<file path="config.mk">
export PLATFORM = sky130hd
export DESIGN_NAME = mem_stage
export DESIGN_NICKNAME = d
export VERILOG_FILES = /design/src/rtl/rv32i_types.sv /design/src/rtl/mem_align.sv /design/src/rtl/mem_stage.sv
export SDC_FILE = /design/constraint.sdc
export NUM_CORES = 1
export LEC_CHECK = 0
export CORE_AREA = 8 8 169 171
export DETAILED_ROUTE_END_ITERATION = 10
export DIE_AREA = 0 0 177 179
export PLACE_DENSITY = 0.65
export SLEW_MARGIN = 20
export SYNTH_ARGS = -nofsm -noshare
export SYNTH_HDL_FRONTEND = slang
export SYNTH_HIERARCHICAL = 1
export SYNTH_SLANG_ARGS = --single-unit
</file>
<file path="constraint.sdc">
create_clock -name clk -period 3.85 [get_ports clk]
set_input_delay 0.77 -clock clk [delete_from_list [all_inputs] [get_ports clk]]
set_output_delay 0.77 -clock clk [all_outputs]
set_load 0.005 [all_outputs]
</file>
<file path="src/rtl/rv32i_types.sv">
// -----------------------------------------------------------------------------
// rv32i_types
// Shared types for the RV32I pipeline MEM stage:
//   mem_state_t      - data-cache handshake FSM states (IDLE/BUSY/DONE)
//   load_funct3_t    - funct3 encodings of the load instructions
//   store_funct3_t   - funct3 encodings of the store instructions
//   rv32i_ctrl_word  - per-instruction control bits carried down the pipe
//   rv32i_stage_reg  - full stage-register contents (EX/MEM, MEM/WB)
// Helper: store_mask() builds the byte-enable mask of a store.
// -----------------------------------------------------------------------------
package rv32i_types;

    typedef enum logic [1:0] {
        IDLE = 2'b00,
        BUSY = 2'b01,
        DONE = 2'b10
    } mem_state_t;

    typedef enum logic [2:0] {
        lb  = 3'b000,
        lh  = 3'b001,
        lw  = 3'b010,
        lbu = 3'b100,
        lhu = 3'b101
    } load_funct3_t;

    typedef enum logic [2:0] {
        sb = 3'b000,
        sh = 3'b001,
        sw = 3'b010
    } store_funct3_t;

    typedef struct packed {
        logic        dcache_read;
        logic        dcache_write;
        logic [2:0]  funct3;
        logic        load_regfile;
        logic [4:0]  rd;
    } rv32i_ctrl_word;

    typedef struct packed {
        rv32i_ctrl_word control_word;
        logic [31:0]    pc;
        logic [31:0]    alu_out;
        logic [31:0]    rs2_out;
        logic [31:0]    mdr_out;
    } rv32i_stage_reg;

    // Byte-enable mask of a store; halfwords and words are aligned down.
    function automatic logic [3:0] store_mask(input logic [2:0] funct3,
                                              input logic [1:0] off);
        logic [3:0] mask;
        case (funct3)
            sb:      mask = 4'b0001 << off;
            sh:      mask = 4'b0011 << {off[1], 1'b0};
            sw:      mask = 4'b1111;
            default: mask = 4'b0000;
        endcase
        return mask;
    endfunction

endpackage

</file>
<file path="src/rtl/mem_align.sv">
// -----------------------------------------------------------------------------
// mem_align
// Purely combinational load lane select and extension.
// Ports:
//   funct3     in  load funct3 (lb/lh/lw/lbu/lhu)
//   off        in  byte offset within the word (alu_out[1:0])
//   rdata      in  full word read from the data cache
//   load_value out selected byte/halfword/word, sign- or zero-extended
// Misaligned halfwords/words are aligned down (off[0] / off ignored).
// -----------------------------------------------------------------------------
module mem_align
    import rv32i_types::*;
(
    input  logic [2:0]  funct3,
    input  logic [1:0]  off,
    input  logic [31:0] rdata,
    output logic [31:0] load_value
);

    logic [7:0]  byte_s;
    logic [15:0] half_s;

    // Lane select by offset, then extension by load type.
    always_comb begin
        case (off)
            2'd0:    byte_s = rdata[7:0];
            2'd1:    byte_s = rdata[15:8];
            2'd2:    byte_s = rdata[23:16];
            2'd3:    byte_s = rdata[31:24];
            default: byte_s = rdata[7:0];
        endcase
        if (off[1]) begin
            half_s = rdata[31:16];
        end else begin
            half_s = rdata[15:0];
        end
        case (funct3)
            lb:      load_value = {{24{byte_s[7]}}, byte_s};
            lbu:     load_value = {24'h000000, byte_s};
            lh:      load_value = {{16{half_s[15]}}, half_s};
            lhu:     load_value = {16'h0000, half_s};
            lw:      load_value = rdata;
            default: load_value = rdata;
        endcase
    end

endmodule

</file>
<file path="src/rtl/mem_stage.sv">
// -----------------------------------------------------------------------------
// mem_stage
// RV32I MEM pipeline stage: data-cache handshake FSM, store lane/mask
// generation, load extraction and MEM/WB word assembly.
// Ports:
//   clk, rst           clock, synchronous active-high reset
//   ex_mem_word        EX/MEM stage-register contents
//   advance            MEM/WB stage register loads this cycle
//   dcache_rdata/resp  cache read data and single-cycle completion pulse
//   mem_wb_word        next MEM/WB contents (combinational)
//   dcache_read/write  request strobes
//   dcache_address     word address; dcache_wdata write data; dcache_mbe mask
//   mem_stall          high while this stage holds the pipeline
//   perf_access_cnt    completed accesses  (counting with MEM_PERF_CNT_EN)
//   perf_stall_cnt     mem_stall cycles    (counting with MEM_PERF_CNT_EN)
// Build option: define MEM_PERF_CNT_EN to implement the performance
// counters; otherwise both perf ports read 0 and no counter flops exist.
// -----------------------------------------------------------------------------
module mem_stage
    import rv32i_types::*;
(
    input  logic           clk,
    input  logic           rst,
    input  rv32i_stage_reg ex_mem_word,
    input  logic           advance,
    input  logic [31:0]    dcache_rdata,
    input  logic           dcache_resp,
    output rv32i_stage_reg mem_wb_word,
    output logic           dcache_read,
    output logic           dcache_write,
    output logic [31:0]    dcache_address,
    output logic [31:0]    dcache_wdata,
    output logic [3:0]     dcache_mbe,
    output logic           mem_stall,
    output logic [31:0]    perf_access_cnt,
    output logic [31:0]    perf_stall_cnt
);

    rv32i_ctrl_word cw_s;
    mem_state_t     state_r;
    logic [31:0]    hold_r;
    logic [31:0]    load_value_s;
    logic [1:0]     off_s;
    logic           req_s;
    logic           active_s;
    logic           complete_s;

    assign cw_s  = ex_mem_word.control_word;
    assign off_s = ex_mem_word.alu_out[1:0];
    assign req_s = cw_s.dcache_read | cw_s.dcache_write;

    mem_align u_align (
        .funct3     (cw_s.funct3),
        .off        (off_s),
        .rdata      (dcache_rdata),
        .load_value (load_value_s)
    );

    // Handshake status: DONE has finished its access and must not re-issue.
    always_comb begin
        active_s   = (state_r != DONE);
        complete_s = active_s & req_s & dcache_resp;
        mem_stall  = active_s & req_s & ~dcache_resp;
    end

    // Cache request: strobes, address, store data replication and mask.
    always_comb begin
        dcache_read    = active_s & cw_s.dcache_read;
        dcache_write   = active_s & cw_s.dcache_write;
        dcache_address = {ex_mem_word.alu_out[31:2], 2'b00};
        case (cw_s.funct3)
            sb:      dcache_wdata = {4{ex_mem_word.rs2_out[7:0]}};
            sh:      dcache_wdata = {2{ex_mem_word.rs2_out[15:0]}};
            sw:      dcache_wdata = ex_mem_word.rs2_out;
            default: dcache_wdata = ex_mem_word.rs2_out;
        endcase
        if (cw_s.dcache_write) begin
            dcache_mbe = store_mask(cw_s.funct3, off_s);
        end else if (cw_s.dcache_read) begin
            dcache_mbe = 4'b1111;
        end else begin
            dcache_mbe = 4'b0000;
        end
    end

    // MEM/WB word: pass-through with the load result substituted.
    always_comb begin
        mem_wb_word = ex_mem_word;
        if (!cw_s.dcache_read) begin
            mem_wb_word.mdr_out = 32'h0000_0000;
        end else if (state_r == DONE) begin
            mem_wb_word.mdr_out = hold_r;
        end else begin
            mem_wb_word.mdr_out = load_value_s;
        end
    end

    // Handshake FSM and load hold register.
    always_ff @(posedge clk) begin
        if (rst) begin
            state_r <= IDLE;
            hold_r  <= 32'h0000_0000;
        end else begin
            if (complete_s && cw_s.dcache_read) begin
                hold_r <= load_value_s;
            end
            case (state_r)
                IDLE: begin
                    if (req_s && dcache_resp) begin
                        state_r <= advance ? IDLE : DONE;
                    end else if (req_s) begin
                        state_r <= BUSY;
                    end else begin
                        state_r <= IDLE;
                    end
                end
                BUSY: begin
                    if (dcache_resp) begin
                        state_r <= advance ? IDLE : DONE;
                    end else begin
                        state_r <= BUSY;
                    end
                end
                DONE: begin
                    if (advance) begin
                        state_r <= IDLE;
                    end else begin
                        state_r <= DONE;
                    end
                end
                default: state_r <= IDLE;
            endcase
        end
    end

`ifdef MEM_PERF_CNT_EN
    logic [31:0] access_cnt_r;
    logic [31:0] stall_cnt_r;

    // Performance counters, wrapping naturally at 2^32.
    always_ff @(posedge clk) begin
        if (rst) begin
            access_cnt_r <= 32'h0000_0000;
            stall_cnt_r  <= 32'h0000_0000;
        end else begin
            if (complete_s) begin
                access_cnt_r <= access_cnt_r + 32'd1;
            end
            if (mem_stall) begin
                stall_cnt_r <= stall_cnt_r + 32'd1;
            end
        end
    end

    assign perf_access_cnt = access_cnt_r;
    assign perf_stall_cnt  = stall_cnt_r;
`else
    assign perf_access_cnt = 32'h0000_0000;
    assign perf_stall_cnt  = 32'h0000_0000;
`endif

endmodule
</file>
### Yosys cells after proc, flatten, opt, wreduce, memory -nomap -nowiden

Index checks and enable logic that the tools add are counted.

* register bits after elaboration: 34
* output and inout port bits: 274
* word-level logic and storage cells: 40

* equality and inequality tests: 10
* shift-type cells: 2
* mux-type cells: 14
* bitwise operators: 7
* reductions and logical operators: 5

Operators with widths (count)
* case mux 32 bit (4 select lines): 1
* two-way mux 32 bit: 2
* case mux 32 bit (2 select lines): 1
* case mux 8 bit (4 select lines): 1
* two-way mux 16 bit: 1
* case mux 4 bit (3 select lines): 1
* two-way mux 4 bit: 2
* equality test 2 bit, second input constant: 3
* equality test 3 bit, second input constant: 2
* two-way mux 2 bit: 3
* case mux 2 bit (3 select lines): 1
* AND 1 bit: 5
* equality test 2 x 1 -> 1 bit, second input constant: 2
* logical NOT 2 bit: 2
* << shifter 1 x 2 -> 4 bit, first input constant: 1
* << shifter 2 x 2 -> 4 bit, first input constant: 1
* equality test 3 x 1 -> 1 bit, second input constant: 1
* equality test 3 x 2 -> 1 bit, second input constant: 1
* logical NOT 3 bit: 1
* logical AND 1 bit: 2
* != test 2 bit, second input constant: 1
* two-way mux 1 bit: 1
* inverter 1 bit: 1
* bitwise OR 1 bit: 1

### Depth between registers and ports, before layout

Gate-level depths: netlist of run 1.

* depth in word-level cells: 5
* mapped depth: 8
* depth with buffers taken out: 6

### Hierarchy

The synthesis of run 1 kept the hierarchy.

By module, submodules not included
* mem_stage: times used 1, cells each 531, area an instance 4103.9 sq um, sequential area each 680.7 sq um
* mem_align: times used 1, cells each 111, area an instance 668.1 sq um, sequential area each 0.0 sq um

### Worst setup path after synthesis of run 1

No wires, ideal clock.

* kind: input-to-output
* start: input ex_mem_word[135] (netlist name)
* end: output mem_wb_word[16] (netlist name)
* data arrival time: 2185 ps
* path slack: 895 ps
* cell stages on the path: 7
* buffers on the path: 2
* cells stage by stage: clkbuf_1 or4_4 o22ai_4 buf_6 a21o_1 nand2_1 a21boi_0

RTL lines
* from (decl): line mem_stage.sv:24 `input rv32i_stage_reg ex_mem_word,`
* to (decl): line mem_stage.sv:28 `output rv32i_stage_reg mem_wb_word,`

==> results of run 1 <==
## layer usage
| metal | share of wire, % | up-vias | global-route usage, % | wire length [um] |
|---|---|---|---|---|
| li1 | - | 1918 | - | - |
| met1 | 40 | 1806 | 12.0 | 6890 |
| met2 | 47 | 155 | 16.5 | 8130 |
| met3 | 9.5 | 55 | 4.06 | 1640 |
| met4 | 2.8 | 4 | 3.78 | 476 |
| met5 | 0.16 | - | 0 | 27 |
## state kept, by name (all words and copies together) (netlist names)
name / flops
state_r: 2
hold_r: 32
## placed cells by master (no fill, tap or decap), types with 5 or more instances in the layout
cell / synthesis / final
mux2i_1: 41 / 41
nor2_1: 14 / 13
a21oi_1: 14 / 14
a21boi_0: 32 / 25
mux2_2: 16 / 16
a21boi_1: 0 / 6
conb_1: 1 / 66
buf_4: 211 / 38
nand2_1: 101 / 101
a21o_1: 17 / 17
dlymetal6s2s_1: 0 / 9
dlygate4sd2_1: 0 / 11
a221o_1: 8 / 8
nand2b_1: 74 / 74
dfxtp_1: 34 / 34
clkdlybuf4s50_1: 0 / 164
a22oi_1: 7 / 7
clkbuf_16: 0 / 5
o21ai_1: 8 / 8
## cell families after synthesis
| family | synth area share (%) |
|---|---|
| other cells | 0.0786 |
| mux | 12.8 |
| compound gates | 14.3 |
| simple gates | 21.1 |
| flops | 14.3 |
| buf+inv | 37.5 |
## stage by stage
stage | utilization (%) | setup WS, ns | power, uW
after CTS | 23.1 | 0.00172 | 1370
final | 23.3 | 0.0764 | 1350
after global placement | 22.7 | -0.236 | 966
after global routing | 23.3 | 0.0000826 | 1430
after floorplan | - | 0.895 | 790
after detailed placement | 22.7 | -0.249 | 971
## worst max-delay path, stage by stage
cell and delay [ns]:
clkdlybuf4s50_1 0.44, mux4_2 0.49, and3b_2 0.27, buf_4 0.16
a221o_1 0.28, nand2_1 0.06, a21boi_0 0.08, clkdlybuf4s50_1 0.46
## where the power goes
group          internal (uW)  leakage, uW  switching (uW)
Combinational            320      0.00228             255
Clock                    234    0.0000694             162
Sequential               370     0.000277            9.06
Total                    924      0.00263             426
## area by class of cell
| cell class | count | share of cell area [%] |
|---|---|---|
| Tap cell | 335 | 6.99 |
| Timing Repair Buffer | 225 | 36.5 |
| Multi-Input combinational cell | 422 | 42.7 |
| Clock buffer | 5 | 2.09 |
| Inverter | 3 | 0.188 |
| Sequential cell | 34 | 11.4 |
| Antenna cell | 1 | 0.0417 |
| Clock inverter | 2 | 0.167 |
## path summary, 6_finish.rpt
path / startpoint / to / cells past startpoint
min reg2reg: state_r[1] / state_r[0] / 1
max reg2reg: state_r[0] / hold_r[14] / 4
max: dcache_rdata[31] / mem_wb_word[13] / 8
min: state_r[1] / state_r[0] / 1
## what timing repair did
action | CTS | global route
pin swaps | 0 | 2
resized for setup | 14 | 18
setup endpoints to repair | 32 | 17
==> qor.yml, run 1 <==
placement:
  port_buffers: 184
  dpl_cell_area_um2: 5840
  place_hpwl_mm: 13.9
  placed_cells: 1019
  gp_congestion: 0.788
global_route:
  overflow: 0
  grt_usage_pct: 10.2
  grt_pass1_vias: 3892
  antenna_found_initial: 2
  grt_max_degree: 60
  grt_pass1_wl_mm: 24.8
layout:
  fillers: 2805
  multiInputGateArea_um2: 2560
  final_cell_area_um2: 6000
  syn_to_final_growth_pct: 25.6
  drive_above_1_share_pct: 10.7
  finalNetCount: 866
  seqCellArea_um2: 681
  finalNonFillerCells: 1027
timing:
  rsz0062_at_grt: "false"
  finalClockSkew_ns: 0.00642
  maxSlewHeadroom_pct: 57.7
  period_share_pct: 98.0
  tns_ns: 0
  setup_viol: 0
  max_freq_mhz: 265
  hold_viol: 0
  worst_pin_slew_ns: 0.634
  fin_crit_ns: 3.77
  timing.hold.ws_ns: 0.470
  slew_viol_final: 0
drt:
  drc_errors: 0
  drt-total-wl_mm: 17.2
  ant_nets: 0
  wl_per_cell_um: 16.7
  drt_iter0_drc: 288
  num_vias: 3938
  first_pass_iters: 4
  via_per_inst: 3.83
synth:
  synth.distinct_cells: 34
  ys_seq_elements: 34
  synth_flop_cell: "dfxtp_1"
  synthTopCellsByArea: "buf_4 33%, dfxtp_1 14%, nand2b_1 9.7%"
  syn_area_per_cell_um2: 7.43
  synth_top_area_share_pct: 33.2
  yosys_warnings: 6
  synth_common_cells: "211 x buf_4, 101 x nand2_1, 74 x nand2b_1"
  synth_area_um2: 4770
  yosysSeqAreaShare_pct: 14.3
  yosysMostFrequentCell: "buf_4"
  postSynthCellCount: 642
  synth-async-reset-ratio_pct: 0
  synth_top_area_cell: "buf_4"
  synth_edf_count: 0
clock_tree:
  numCtsBuffers: 5
  htree_levels: 2
  cts.path.max_buffers: 2
  cts_root_buffer: "clkbuf_16"
  clock_latency_ns: 0.28
  cts_tree: "built"
  cts-hold-fix-buffers: 0
  cts_setup_buffers: 0
  clk_pin_slew_ns: 0.05
  cts.sinks: 34
floorplan:
  ioPinCount: 449
  die_h_um: 179
  placementRows: 59
  core_area_um2: 25800
  initial_utilization_pct: 18.5
  dieWidth_um: 177
  die-area_um2: 31700
critical_path:
  arrival_ns: 3.00
  crit_required_ns: 3.08
  cp_max_fo: 5
  critical_path_class: "input port to output pin"
  rrSetupSlack_ns: 1.88
  crit_path_start_kind: "input port"
  end_kind: "output pin"
pwr:
  peakVddDrop_mv: 0.136
  power_leakage_uw: 0.00263
  p_per_area_nw_per_um2: 225
job:
  maxCapViolCount: 0
outcome:
  outcome: "completed"
min_path:
  hp-class: "flip-flop to flip-flop"
(Power assumes the default switching activity.)
==> run 2, diff against run 1 <==
CORE_AREA = 8 8 166 168   (was 8 8 169 171)
DIE_AREA = 0 0 174 176   (was 0 0 177 179)
DONT_BUFFER_PORTS = 1   (was not set)
PLACE_DENSITY = 0.43   (was 0.65)
SLEW_MARGIN = 10   (was 20)
==> run 2 against run 1 <==
Clock skew down 0.0020 ns; routed wire length down 7.3%; worst hold slack worse by 0.0023 ns; sequential power about the same; largest power group is now the clock network; worst setup slack better by 0.54 ns; global-route usage down 0.21 points; clock power up 4%; highest routed layer unchanged.
==> qor.yml, run 2 (synthesis gave the netlist of run 1 again) <==
outcome:
  outcome: "completed"
timing:
  max_freq_mhz: 309
  maxSlewHeadroom_pct: 52.6
  fin_crit_ns: 3.24
  setup_viol: 0
  worst_pin_slew_ns: 0.707
  slew_viol_final: 0
  hold_viol: 0
  rsz0062_at_grt: "false"
  tns_ns: 0
  period_share_pct: 84.1
  finalClockSkew_ns: 0.00439
floorplan:
  initial_utilization_pct: 19.2
  dieWidth_um: 174
  die-area_um2: 30600
  die_h_um: 176
  ioPinCount: 449
  placementRows: 58
  core_area_um2: 24800
clock_tree:
  cts-hold-fix-buffers: 0
  cts.path.max_buffers: 2
  clk_pin_slew_ns: 0.06
  cts_root_buffer: "clkbuf_16"
  cts.sinks: 34
  htree_levels: 2
  cts_setup_buffers: 0
  clock_latency_ns: 0.29
  cts_resized: 0
  cts_tree: "built"
  numCtsBuffers: 5
layout:
  largest_reg_flops: 32
  largest-register: "hold_r"
  final_cell_mix: "101 x nand2_1, 74 x nand2b_1, 66 x conb_1"
  n_antenna_cell: 0
  drive_above_1_share_pct: 8.39
  syn_to_final_growth_pct: -18.9
  largestRegisters: "hold_r x32, state_r x2"
  finalNetCount: 652
  mostFrequentLayoutCell: "nand2_1"
  seqCellArea_um2: 681
  multiInputGateArea_um2: 2550
  fillers: 2840
critical_path:
  end_kind: "output pin"
  arrival_ns: 2.47
  crit_path_start_kind: "input port"
  cp_max_fo: 9
  critical_path_class: "input port to output pin"
  crit_required_ns: 3.08
job:
  maxCapViolCount: 0
drt:
  drc_errors: 0
  ant_nets: 0
  drt-total-wl_mm: 15.9
  wl_per_cell_um: 19.7
  drt_iter0_drc: 171
  num_vias: 3136
  first_pass_iters: 4
  via_per_inst: 3.89
global_route:
  grt_pass1_wl_mm: 22.9
  overflow: 0
  antenna_found_initial: 2
  grt_usage_pct: 9.98
  grt_max_degree: 68
  grt_pass1_vias: 3085
min_path:
  hp-class: "flip-flop to flip-flop"
pwr:
  p_per_area_nw_per_um2: 273
  power_uw: 1060
  peakVddDrop_mv: 0.127
  power_leakage_uw: 0.00158
placement:
  gp_congestion: 0.715
  port_buffers: 0
  place_hpwl_mm: 12.4
run 2: path summary, 6_finish.rpt:
check,from,endpoint,slack (ns),cells after the start
max,ex_mem_word[64],mem_wb_word[4],0.61,7
min,state_r[1],state_r[0],0.47,1
max reg2reg,state_r[0],hold_r[17],1.83,3
min reg2reg,state_r[1],state_r[0],0.47,1
run 2: critical path, stage by stage:
cell and delay, ns:
nor2b_1 0.22, nor2_1 0.44, a22oi_1 0.22, o21ai_1 0.20, nand2_1 0.07, a21boi_0 0.36, buf_4 0.19
run 2: layout make-up:
| cell class | count | share of cell area [%] |
|---|---|---|
| clock buffer | 5 | 3.23 |
| clock inverter | 2 | 0.258 |
| inverter | 3 | 0.291 |
| multi-input combinational | 422 | 65.8 |
| sequential | 34 | 17.6 |
| tap | 330 | 10.7 |
| timing repair buffer | 11 | 2.13 |
run 2: power breakdown:
part           leakage, uW  internal, uW  total (uW)  switching [uW]
logic              0.00124           115         269             154
registers         0.000277           370         379            9.05
clock network    0.0000694           234         410             175
total              0.00158           720        1060             339
run 2: stage by stage:
step | hold slack, ns | instances | setup WS [ns] | cell area (um^2) | util, %
floorplan | 0.429 | 707 | 0.895 | 5020 | -
global placement | 0.460 | 800 | 0.565 | 3740 | 15.1
detailed placement | 0.454 | 800 | 0.551 | 3740 | 15.1
CTS | 0.466 | 807 | 0.546 | 3870 | 15.6
global route | 0.490 | 807 | 0.399 | 3870 | 15.6
finish | 0.467 | 807 | 0.613 | 3870 | 15.6
run 2: per-layer routing:
metal	GRT usage [%]	up-vias	part of all wire, %
li1	-	1486	-
met1	12.9	1452	46
met2	14.5	134	43
met3	4.21	60	8.0
met4	3.74	4	2.7
met5	0	-	0.17
==> RTL change: new RTL, settings of run 1 <==
Build with the macro `MEM_PERF_CNT_EN` defined.
--- a/src/rtl/mem_stage.sv
+++ b/src/rtl/mem_stage.sv
@@ -18,2 +18,4 @@
 // -----------------------------------------------------------------------------
+`define MEM_PERF_CNT_EN
+
 module mem_stage
Function: changed (Yosys sat finds a counterexample within 4 cycles, from zero or initial values and one cycle with rst high).
==> RTL change against run 1 <==
Hold slack lost 0.013 ns. Combinational power grew 1%. Worst setup slack better by 0.011 ns. Critical path depth unchanged. Total power up 90%. Die area unchanged. Sequential cell count is 64 higher. Routed wire length is 43% higher. Design area is 57% higher. Sequential power rose to 2.8 times the old value. Area after synthesis increased by 49%. Via count increased by 75%. Largest power group is now registers. Highest routed layer unchanged.
==> RTL change: results (changes against run 1) <==
fin cells 1388 (was 1027); Mapped Avg Cell Area 7.462 sq um (was 7.433 sq um); Yosys cell types 54 (was 34); Max FO, Critical Path 8 (was 5); Global Route Usage Sum 14.86% (was 10.19%); clock latency on the worst-skew pair 0.36 ns (was 0.28 ns); fill cell count 2670 (was 2805); htree depth 3 (was 2); clock skew 0.01661 ns (was 0.006425 ns); largest net degree at the start of global routing 78 (was 60); Buffers on Ports 248 (was 184); Tightest Pin Transition 0.8321 ns (was 0.6343 ns); Vias per Instance 4.951 (was 3.834); Synth top cells by count 180 x nand2_1, 147 x buf_4, 98 x dfxtp_1, 80 x a21oi_1, 47 x clkbuf_1 (was 211 x buf_4, 101 x nand2_1, 74 x nand2b_1, 41 x mux2i_1, 34 x dfxtp_1); pre-CTS WS -0.1776 ns (was -0.2493 ns); Post-Place Cell Area 8990 sq um (was 5836 sq um); Reg clk slew, reported paths 0.07 ns (was 0.05 ns); Avg WL per Cell 17.64 microns (was 16.70 microns); layout cells sized above 1 9.497% (was 10.71%); VDD IR max 0.0001872 V (was 0.0001358 V); first-pass GRT wire length 37.67 mm (was 24.76 mm); Num CTS Buffers 9 (was 5); status finished, final reports clean (unchanged); arrival time worst endpoint 2.99 ns (was 3.00 ns); initial antenna violation count 1 (was 2); vias in the first global route 6590 (was 3892); Seq/Total Area, Yosys 27.67% (was 14.26%); DRT iter0 DRCs 449 (was 288)
==> RTL change: per-layer routing <==
layer / routed length, microns / global-route usage, %
met4: 447 / 4.518
met3: 2041 / 5.223
met1: 10750 / 18.95
met2: 11230 / 23.16
met5: 13 / 0
==> RTL change: logic make-up (layout without fill, tap and decap cells) <==
kind of cell | after synthesis | after routing | share of synthesized area, %
other | 1 | 2 | 0.05290
AND/OR/NAND/NOR | 376 | 376 | 26.19
XOR/XNOR | 12 | 12 | 1.483
adder cells (fa/ha/maj) | 2 | 2 | 0.3529
multiplexers | 41 | 41 | 6.477
AO/OA/AOI/OAI | 200 | 200 | 18.00
flip-flops | 98 | 98 | 27.67
buffers and inverters | 220 | 322 | 19.77
==> RTL change: final timing paths <==
| path | startpoint | end | slack (ns) | cells after the start |
|---|---|---|---|---|
| hold reg to reg | hold_r[6] | hold_r[6] | 0.46 | 2 |
| hold / removal | hold_r[6] | hold_r[6] | 0.46 | 2 |
| setup reg to reg | perf_access_cnt[15] | perf_access_cnt[27] | 1.46 | 4 |
| setup / recovery | dcache_rdata[7] | mem_wb_word[11] | 0.09 | 8 |
==> RTL change: what timing repair did <==
action / CTS / global route
setup endpoints to repair: 30 / 15
hold buffers: 0 / 0
gates cloned: 1 / 0
resized for setup: 29 / 13
setup buffers: 1 / 1
pin swaps: 3 / 4
==> RTL change: cell type report <==
| class | instances | area share, % |
|---|---|---|
| Tap cell | 335 | 4.466 |
| Inverter | 11 | 0.4399 |
| Clock buffer | 9 | 2.400 |
| Multi-Input combinational cell | 633 | 40.07 |
| Sequential cell | 98 | 20.90 |
| Timing Repair Buffer | 295 | 30.80 |
| Clock inverter | 7 | 0.9199 |
==> RTL change: stage by stage <==
step	util (%)	TNS, ns
2_1_floorplan	-	0
3_5_place_dp	34.89	-2.788
5_1_grt	36.43	-0.01305
3_3_place_gp	34.89	-2.644
6_report	36.43	0
4_1_cts	36.27	0
==> RTL change: critical path: cells and delay by family <==
kind	cells	cell delay, ns
buffers and inverters	3	1.02
multiplexers	1	0.46
AO/OA/AOI/OAI	2	0.40
AND/OR/NAND/NOR	2	0.34
==> RTL change: power by group <==
part	total (uW)	switching, uW	internal, uW
registers	1050	13.6	1030
logic	581	263	318
clock network	939	474	465
total	2570	751	1820
